### src/rtl/branch_predictor_btb.sv
// Dynamic branch predictor / resolver for the 5-stage MIPS pipeline.
// IF: direct-mapped BTB lookup with 2-bit saturating counters.
// ID: resolves beq/bne/j against the carried prediction, redirects on
// mispredict and trains the table.
// Optional build macro BP_STATS_EN adds branchCnt/mispredCnt statistics ports.
module branch_predictor_btb #(
    parameter int         ADDR_W   = 32,
    parameter int         INDEX_W  = 4,
    parameter logic [1:0] CNT_INIT = 2'b01
) (
    input  logic              clk,
    input  logic              rst,
    input  logic [ADDR_W-1:0] pcF,
    output logic              predTakenF,
    output logic [ADDR_W-1:0] predTargetF,
    input  logic              stallD,
    input  logic              flushD,
    input  logic [5:0]        opCodeD,
    input  logic              compResultD,
    input  logic [ADDR_W-1:0] branchTargetD,
    input  logic [ADDR_W-1:0] pcPlus4D,
    output logic              PCSrcS,
    output logic [ADDR_W-1:0] redirectPC,
    output logic              FlushS,
    output logic              jumpS
`ifdef BP_STATS_EN
    ,
    output logic [31:0]       branchCnt,
    output logic [31:0]       mispredCnt
`endif
);

    localparam int DEPTH = 1 << INDEX_W;
    localparam int TAG_W = ADDR_W - INDEX_W - 2;

    localparam logic [5:0] OP_J   = 6'd2;
    localparam logic [5:0] OP_BEQ = 6'd4;
    localparam logic [5:0] OP_BNE = 6'd5;

    // Move a 2-bit counter one step toward taken (up=1) or not-taken, clamped.
    function automatic logic [1:0] cnt_step(input logic [1:0] c, input logic up);
        logic [1:0] r;
        r = c;
        if (up) begin
            if (c != 2'b11) r = c + 2'b01;
        end else begin
            if (c != 2'b00) r = c - 2'b01;
        end
        return r;
    endfunction

    // Increment a 32-bit event counter, sticking at all ones.
    function automatic logic [31:0] sat_inc32(input logic [31:0] v);
        return (v == 32'hFFFF_FFFF) ? v : v + 32'd1;
    endfunction

    // ------------------------------------------------------------------
    // BTB storage: valid/cnt are control state (reset), tag/target are data.
    // ------------------------------------------------------------------
    logic [DEPTH-1:0] valid_q;
    logic [1:0]       cnt_q    [DEPTH];
    logic [TAG_W-1:0] tag_q    [DEPTH];
    logic [ADDR_W-1:0] target_q [DEPTH];

    // ------------------------------------------------------------------
    // IF stage: combinational lookup
    // ------------------------------------------------------------------
    logic [INDEX_W-1:0] idxF;
    logic [TAG_W-1:0]   tagF;
    logic               hitF;
    logic               predTakenRawF;
    logic [ADDR_W-1:0]  predTargetRawF;

    assign idxF           = pcF[INDEX_W+1:2];
    assign tagF           = pcF[ADDR_W-1:INDEX_W+2];
    assign hitF           = valid_q[idxF] && (tag_q[idxF] == tagF);
    assign predTakenRawF  = hitF && cnt_q[idxF][1];
    assign predTargetRawF = hitF ? target_q[idxF] : '0;

    // Outputs are forced quiet while reset is held, even if stale entries remain.
    assign predTakenF  = predTakenRawF && !rst;
    assign predTargetF = rst ? '0 : predTargetRawF;

    // ------------------------------------------------------------------
    // IF/ID boundary: prediction carried into ID
    // ------------------------------------------------------------------
    logic              validD_q,      validD_d;
    logic              predTakenD_q,  predTakenD_d;
    logic [ADDR_W-1:0] pcD_q,         pcD_d;
    logic [ADDR_W-1:0] predTargetD_q, predTargetD_d;

    // Next-state for the ID prediction register: flush beats stall, stall holds.
    always_comb begin
        validD_d      = validD_q;
        predTakenD_d  = predTakenD_q;
        pcD_d         = pcD_q;
        predTargetD_d = predTargetD_q;
        if (flushD) begin
            validD_d     = 1'b0;
            predTakenD_d = 1'b0;
        end else if (!stallD) begin
            validD_d      = 1'b1;
            predTakenD_d  = predTakenRawF;
            pcD_d         = pcF;
            predTargetD_d = predTargetRawF;
        end
    end

    // ID control bits: reset to a bubble.
    always_ff @(posedge clk) begin
        if (rst) begin
            validD_q     <= 1'b0;
            predTakenD_q <= 1'b0;
        end else begin
            validD_q     <= validD_d;
            predTakenD_q <= predTakenD_d;
        end
    end

    // ID data fields: only meaningful when validD_q is set.
    always_ff @(posedge clk) begin
        pcD_q         <= pcD_d;
        predTargetD_q <= predTargetD_d;
    end

    // ------------------------------------------------------------------
    // ID stage: resolution and table training
    // ------------------------------------------------------------------
    logic               isBranchD;
    logic               actualD;
    logic               activeD;
    logic               updD;
    logic [INDEX_W-1:0] idxD;
    logic [TAG_W-1:0]   tagD;
    logic               hitD;

    assign isBranchD = (opCodeD == OP_BEQ) || (opCodeD == OP_BNE);
    assign actualD   = (opCodeD == OP_BEQ) ? compResultD : ~compResultD;
    assign activeD   = validD_q && !rst;
    assign updD      = validD_q && !stallD && !rst;
    assign idxD      = pcD_q[INDEX_W+1:2];
    assign tagD      = pcD_q[ADDR_W-1:INDEX_W+2];
    assign hitD      = valid_q[idxD] && (tag_q[idxD] == tagD);

    // Compare actual outcome with the carried prediction and pick a redirect.
    always_comb begin
        PCSrcS     = 1'b0;
        FlushS     = 1'b0;
        jumpS      = 1'b0;
        redirectPC = '0;
        if (activeD) begin
            if (isBranchD) begin
                if (actualD && (!predTakenD_q || (predTargetD_q != branchTargetD))) begin
                    PCSrcS     = 1'b1;
                    FlushS     = 1'b1;
                    redirectPC = branchTargetD;
                end else if (!actualD && predTakenD_q) begin
                    PCSrcS     = 1'b1;
                    FlushS     = 1'b1;
                    redirectPC = pcPlus4D;
                end
            end else if (opCodeD == OP_J) begin
                jumpS = 1'b1;
                if (predTakenD_q) begin
                    PCSrcS     = 1'b1;
                    FlushS     = 1'b1;
                    redirectPC = pcPlus4D;
                end
            end else if (predTakenD_q) begin
                // Non-branch aliased onto a taken entry: fall back to sequential fetch.
                PCSrcS     = 1'b1;
                FlushS     = 1'b1;
                redirectPC = pcPlus4D;
            end
        end
    end

    logic               entWr_d;
    logic               entValid_d;
    logic [1:0]         entCnt_d;
    logic [TAG_W-1:0]   entTag_d;
    logic [ADDR_W-1:0]  entTarget_d;

    // Build the single-entry write for the ID instruction's slot.
    always_comb begin
        entWr_d     = 1'b0;
        entValid_d  = valid_q[idxD];
        entCnt_d    = cnt_q[idxD];
        entTag_d    = tag_q[idxD];
        entTarget_d = target_q[idxD];
        if (updD) begin
            if (isBranchD) begin
                if (hitD) begin
                    entWr_d  = 1'b1;
                    entCnt_d = cnt_step(cnt_q[idxD], actualD);
                    if (actualD) entTarget_d = branchTargetD;
                end else if (actualD) begin
                    entWr_d     = 1'b1;
                    entValid_d  = 1'b1;
                    entCnt_d    = 2'b10;
                    entTag_d    = tagD;
                    entTarget_d = branchTargetD;
                end
            end else if ((opCodeD != OP_J) && predTakenD_q && hitD) begin
                entWr_d    = 1'b1;
                entValid_d = 1'b0;
            end
        end
    end

    // BTB control state: cleared on reset, trained from ID.
    always_ff @(posedge clk) begin
        if (rst) begin
            valid_q <= '0;
            for (int i = 0; i < DEPTH; i++) cnt_q[i] <= CNT_INIT;
        end else if (entWr_d) begin
            valid_q[idxD] <= entValid_d;
            cnt_q[idxD]   <= entCnt_d;
        end
    end

    // BTB tag/target data written alongside the control update.
    always_ff @(posedge clk) begin
        if (entWr_d) begin
            tag_q[idxD]    <= entTag_d;
            target_q[idxD] <= entTarget_d;
        end
    end

`ifdef BP_STATS_EN
    logic [31:0] branchCnt_q, branchCnt_d;
    logic [31:0] mispredCnt_q, mispredCnt_d;

    // Statistics next-state: resolved branches and mispredict flushes.
    always_comb begin
        branchCnt_d  = branchCnt_q;
        mispredCnt_d = mispredCnt_q;
        if (updD && isBranchD) branchCnt_d  = sat_inc32(branchCnt_q);
        if (updD && FlushS)    mispredCnt_d = sat_inc32(mispredCnt_q);
    end

    // Statistics registers.
    always_ff @(posedge clk) begin
        if (rst) begin
            branchCnt_q  <= '0;
            mispredCnt_q <= '0;
        end else begin
            branchCnt_q  <= branchCnt_d;
            mispredCnt_q <= mispredCnt_d;
        end
    end

    assign branchCnt  = branchCnt_q;
    assign mispredCnt = mispredCnt_q;
`endif

    // Word-offset bits never select a BTB entry.
    logic unused_bits;
    assign unused_bits = ^{pcF[1:0], pcD_q[1:0]};

endmodule

### config.mk
export PLATFORM = sky130hd
export DESIGN_NAME = branch_predictor_btb
export DESIGN_NICKNAME = d
export VERILOG_FILES = /design/src/rtl/branch_predictor_btb.sv
export SDC_FILE = /design/constraint.sdc
export NUM_CORES = 1
export LEC_CHECK = 0
export BUFFER_PORTS_ARGS = -buffer_cell sky130_fd_sc_hd__buf_2
export CAP_MARGIN = 5
export CORE_MARGIN = 3
export CORE_UTILIZATION = 30
export CTS_CLUSTER_SIZE = 25
export DETAILED_ROUTE_END_ITERATION = 10
export GPL_TIMING_DRIVEN = 0
export PLACE_DENSITY = 0.58
export REMOVE_ABC_BUFFERS = 1
export SETUP_SLACK_MARGIN = 0.15
export SYNTH_ARGS = -nofsm -noshare
export SYNTH_HDL_FRONTEND = slang
export SYNTH_SLANG_ARGS = --single-unit
### constraint.sdc
create_clock -name clk -period 5.4 [get_ports clk]
set_input_delay 0.27 -clock clk [delete_from_list [all_inputs] [get_ports clk]]
set_output_delay 0.27 -clock clk [all_outputs]
set_load 0.02 [all_outputs]
* Word-level counts from Yosys, hierarchy flattened
Memories as Yosys holds them, arrays and structs flattened. A register that Yosys moved wholly into a read port is not among the register bits. Cells that the tools add are included.
Storage, ports and cells: flip-flop bits (word level) 82, bits in latches 0, memory bits (writable) 960, memory bits (read-only) 0, input bits 107, word-level logic and storage cells 108, memories 3
Memories:
- target_q | depth 16, bits a word 32, read ports 1, clocked after memory_dff 0, wr ports 1, RTL line 63 | logic [ADDR_W-1:0] target_q [DEPTH];
- tag_q | depth 16, bits a word 26, read ports 2, clocked after memory_dff 1, wr ports 1, RTL line 62 | logic [TAG_W-1:0] tag_q [DEPTH];
- cnt_q | depth 16, bits a word 2, read ports 2, clocked after memory_dff 1, wr ports 16, RTL line 61 | logic [1:0] cnt_q [DEPTH];
Operators by class: $add $sub $neg 2, multiply operators 0, divide/modulo/power cells 0, order comparisons 3, equality and inequality tests 11, shifts and indexed selects 0, muxes and demuxes 58, bitwise logic cells 3, reduce and logical (&&, ||, !) cells 23
Operators by type and width (number):
- $mux 32 | 10
- $mux 26 | 4
- $eq 26x26->1 | 2
- $ne 32x32->1 | 1
- $mux 1 | 29
- $bwmux 16 | 1
- $mux 2 | 8
- $eq 6x3->1 const B | 2
- $logic_and 1x1->1 | 12
- $mux 4 | 3
- $lt 4x5->1 const B | 2
- $bmux 1 s4 | 2
- $eq 6x2->1 const B | 1
- $ne 6x2->1 const B | 1
- $demux 1 s4 | 1
- $ge 4x1->1 const B | 1
- $logic_not 1->1 | 4
- $ne 2x2->1 const B | 2
- $reduce_and 4->1 | 1
- $reduce_or 2->1 | 2
- $ne 3x3->1 const B | 1
- $not 1->1 | 3
- $add 2x1->2 const B | 1
- $logic_or 1x1->1 | 2
- other kinds (4) | 4

* Logic depth before layout (Yosys ltp)
depth in word-level cells 12, mapped depth 16, gate-level depth less buffers 10

* Worst setup path after synthesis
Ideal clock, no wire load.
kind input to register, start point input port opCodeD[5], end point memory tag_q[13][0] (netlist bit), enable pin, setup time 0.382 ns, arrival time 5.263 ns, required time 5.018 ns, setup slack -0.246 ns, stages on the path 7, buffers on the path 0, path through nor3_1 nand3b_1 nor3_1 inv_1 nor4_1 a31oi_1 inv_1
Between the ends: cells in the longest elaborated chain, start to end 8
Ends and longest elaborated chain:
- start, declared | RTL line 18 | input logic [5:0] opCodeD,
- $eq 6x3->1 / $ne 6x2->1 (equally long branches) | RTL line 137, 138, 204
- $mux 1 / $logic_and 1x1->1 (equally long branches) | RTL line 138, 204
- $mux 1 / $logic_and 1x1->1 (equally long branches) | RTL line 197, 204
- $mux 1, on equally long branches | RTL line 193, 204
- $mux 1 * | RTL line 192 | if (isBranchD) begin
- $mux 1 * | RTL line 191 | if (updD) begin
- $mux 1 * | RTL line 224 | if (entWr_d) begin
- $mux 1 (implied by the code) * | RTL line 225 | tag_q[idxD] <= entTag_d;
- end, declared | RTL line 62
Mark *: on every way between the ends. The rest lies on a longest branch, timed or not.

==> impl_metrics.yaml <==
timing:
  whs_ns: 0.0521
  worst_pin_slew_ns: 1.05
  period_minus_slack_ns: 5.09
  finalCritPeriodShare_pct: 94.2
  finClkSkew_ns: 0.0200
  hold_violations: 0
  tns_ns: 0
  slew_violations: 0
  relSlewSlack_pct: 29.2
  fmax_mhz: 197
  rsz0062_at_grt: "yes"
  setup_viol: 0
drt:
  vias_per_cell: 5.27
  vias: 24900
  final_antenna_net_count: 0
  routedWlPerCell_um: 26.3
  drc: 0
  routed_wirelength_um: 125000
  dr.pass1.iters: 6
  drt_iter0_markers: 2399
yosys:
  syn-mean-instance-area_um2: 19.7
  async_flop_share_pct: 0
  synth_ff_type: "edfxtp_1"
  ys_ff_latch: 1044
  yosys-top-cells-count: "edfxtp_1, mux4_2, nor2_1"
  synth_top_cell_area_share_pct: 67.1
  ys_warn_count: 0
  synth-edff-count: 1022
  synth.most_common_cell: "edfxtp_1"
  synth.area.top_cells: "edfxtp_1, mux4_2, mux2i_1"
  syn_area_um2: 45800
  yosysSeqAreaShare_pct: 68.0
  syn_inst: 2324
  synth.distinct_cells: 60
  yosys.area.top_type: "edfxtp_1"
clock_tree:
  htreeDepth: 3
  cts_buffers: 100
  clock_latency_ns: 0.70
  cts_tree: "done"
  cts.sinks: 1044
  clockBufferDepth: 3
  clock-root-buffer: "clkbuf_16"
  clk_pin_slew_ns: 0.06
global_routing:
  grt_pass1_wl_um: 180000
  grtUsageTotal_pct: 15.6
  grt_pass1_vias: 25200
  grt-ovfl-total: 0
  antenna_found_initial: 5
  grt_max_degree: 99
cells_and_area:
  instances_no_fill: 4732
  final_nets: 2735
  area_delta_synth_final_pct: 19.5
  drive_above_1_share_pct: 34.7
worst_setup_path:
  crit_chain: "buf_16 -> mux4_2 -> mux2_2 -> xor2_1 -> a211oi_1 -> nor4b_1 -> and4_1 -> a211o_2 -> buf_12 -> nor2_1 -> a21oi_2"
  cp_max_fo: 56
  end_kind: "register"
  crit_arrival_ns: 5.49
  cp_top_family: "compound AO/OA/AOI/OAI gates"
  slowest_delay_ns: 0.72
  critical_path_class: "reg -> reg"
  crit_buf_inv: 2
  worst_ep_required_time_ns: 5.80
  start_kind: "register"
  worst_path_max_delay_cell: "dfxtp_4"
placed_design:
  routabilityCongestion: 0.763
  post-dp-hpwl_um: 77000
  dpl.cell_count: 4446
  io_buffers: 172
die:
  die_h_um: 397
  ioPinCount: 175
  core_um2: 151000
  dieArea_um2: 157000
  start_util_pct: 30.4
  rows: 142
  fp.dieW_um: 397
power_and_ir_drop:
  vdd_drop_max_uv: 221
  p_per_area_nw_per_um2: 324
  p_leak_nw: 17.4
outcome:
  status: "completed"
run:
  cap_violations: 0
hold_path:
  hold_class: "in -> reg"
## where the power goes
group	leakage (nW)	switching [mW]	internal, mW	total (mW)
sequential	9.38	0.0507	9.04	9.09
combinational	6.38	0.822	0.634	1.46
clock	1.63	3.14	4.03	7.17
total	17.4	4.01	13.7	17.7
## path summary, 6_finish.rpt
path,from,end,slack (ns),depth (start not counted)
setup / recovery,register,tag_q[9][21],0.31,11
hold / removal,branchTargetD[19],target_q[8][19],0.05,1
setup reg to reg,register,tag_q[9][21],0.31,11
hold reg to reg,validD_q,validD_q,0.47,2
## metrics by stage
stage | util (%) | cell area [um2] | total power, mW | setup WS, ns
2_1_floorplan | - | 45100 | 10.1 | -2.40
3_3_place_gp | 32.2 | 48500 | 10.8 | -9.63
5_1_grt | 36.3 | 54700 | 18.3 | 0.132
3_5_place_dp | 33.3 | 50200 | 10.7 | -1.01
6_report | 36.3 | 54700 | 17.7 | 0.312
4_1_cts | 36.2 | 54500 | 17.9 | -0.0163
## area by class of cell
type / count / area (um2)
Tap cell: 2016 / 2520
Sequential cell: 1044 / 31100
Inverter: 27 / 173
Timing Repair Buffer: 344 / 3420
Clock inverter: 76 / 766
Fill cell: 14000 / 96000
Timing Repair inverter: 1 / 5.00
Multi-Input combinational cell: 1110 / 14100
Antenna cell: 1 / 2.50
Clock buffer: 113 / 2570
## routing by layer
| metal | part of all wire (%) | GRT usage, % | up-vias |
|---|---|---|---|
| met5 | 0.0056 | 0 | - |
| met4 | 1.9 | 3.55 | 2 |
| met3 | 6.4 | 2.41 | 178 |
| met2 | 49 | 25.3 | 957 |
| met1 | 43 | 22.2 | 13400 |
| li1 | - | - | 10300 |
## cell families after synthesis
kind of cell	count (synthesis)	share of synthesized area, %
XOR/XNOR	77	1.47
flip-flops	1044	68.0
AND/OR/NAND/NOR	373	4.39
AO/OA/AOI/OAI	167	2.67
buffers and inverters	170	1.65
multiplexers	493	21.8
## state kept, by name, summed over array words and instances (netlist names), named ones only
signal and flops:
cnt_q 32, tag_q 416, predTargetD_q 32, valid_q 16
target_q 512, predTakenD_q 1, validD_q 1, pcD_q 30
## repair_timing
action	4_1_cts	5_1_grt
hold endpoints to repair	464	0
setup endpoints to repair	1036	614
setup buffers	27	8
hold buffers	59	0
cloned	1	1
resized for setup	13	15
pin swaps	10	0
## cell usage in the layout (no fill, tap or decap), types with 14 or more instances in the layout
| cell | n |
|---|---|
| a22o_1 | 14 |
| a22oi_1 | 53 |
| buf_12 | 39 |
| buf_16 | 26 |
| buf_2 | 169 |
| buf_4 | 36 |
| clkbuf_16 | 102 |
| clkinv_1 | 16 |
| clkinv_2 | 33 |
| dfxtp_1 | 18 |
| dlygate4sd3_1 | 59 |
| edfxtp_1 | 1022 |
| mux2_2 | 34 |
| mux2i_1 | 61 |
| mux4_2 | 393 |
| nand2_1 | 33 |
| nand2b_1 | 42 |
| nand3_1 | 14 |
| nand4_1 | 16 |
| nor2_1 | 88 |
| nor2_4 | 16 |
| nor2b_1 | 85 |
| o21ai_0 | 15 |
| xnor2_1 | 47 |
| xor2_1 | 29 |
(Power assumes the default switching activity.)
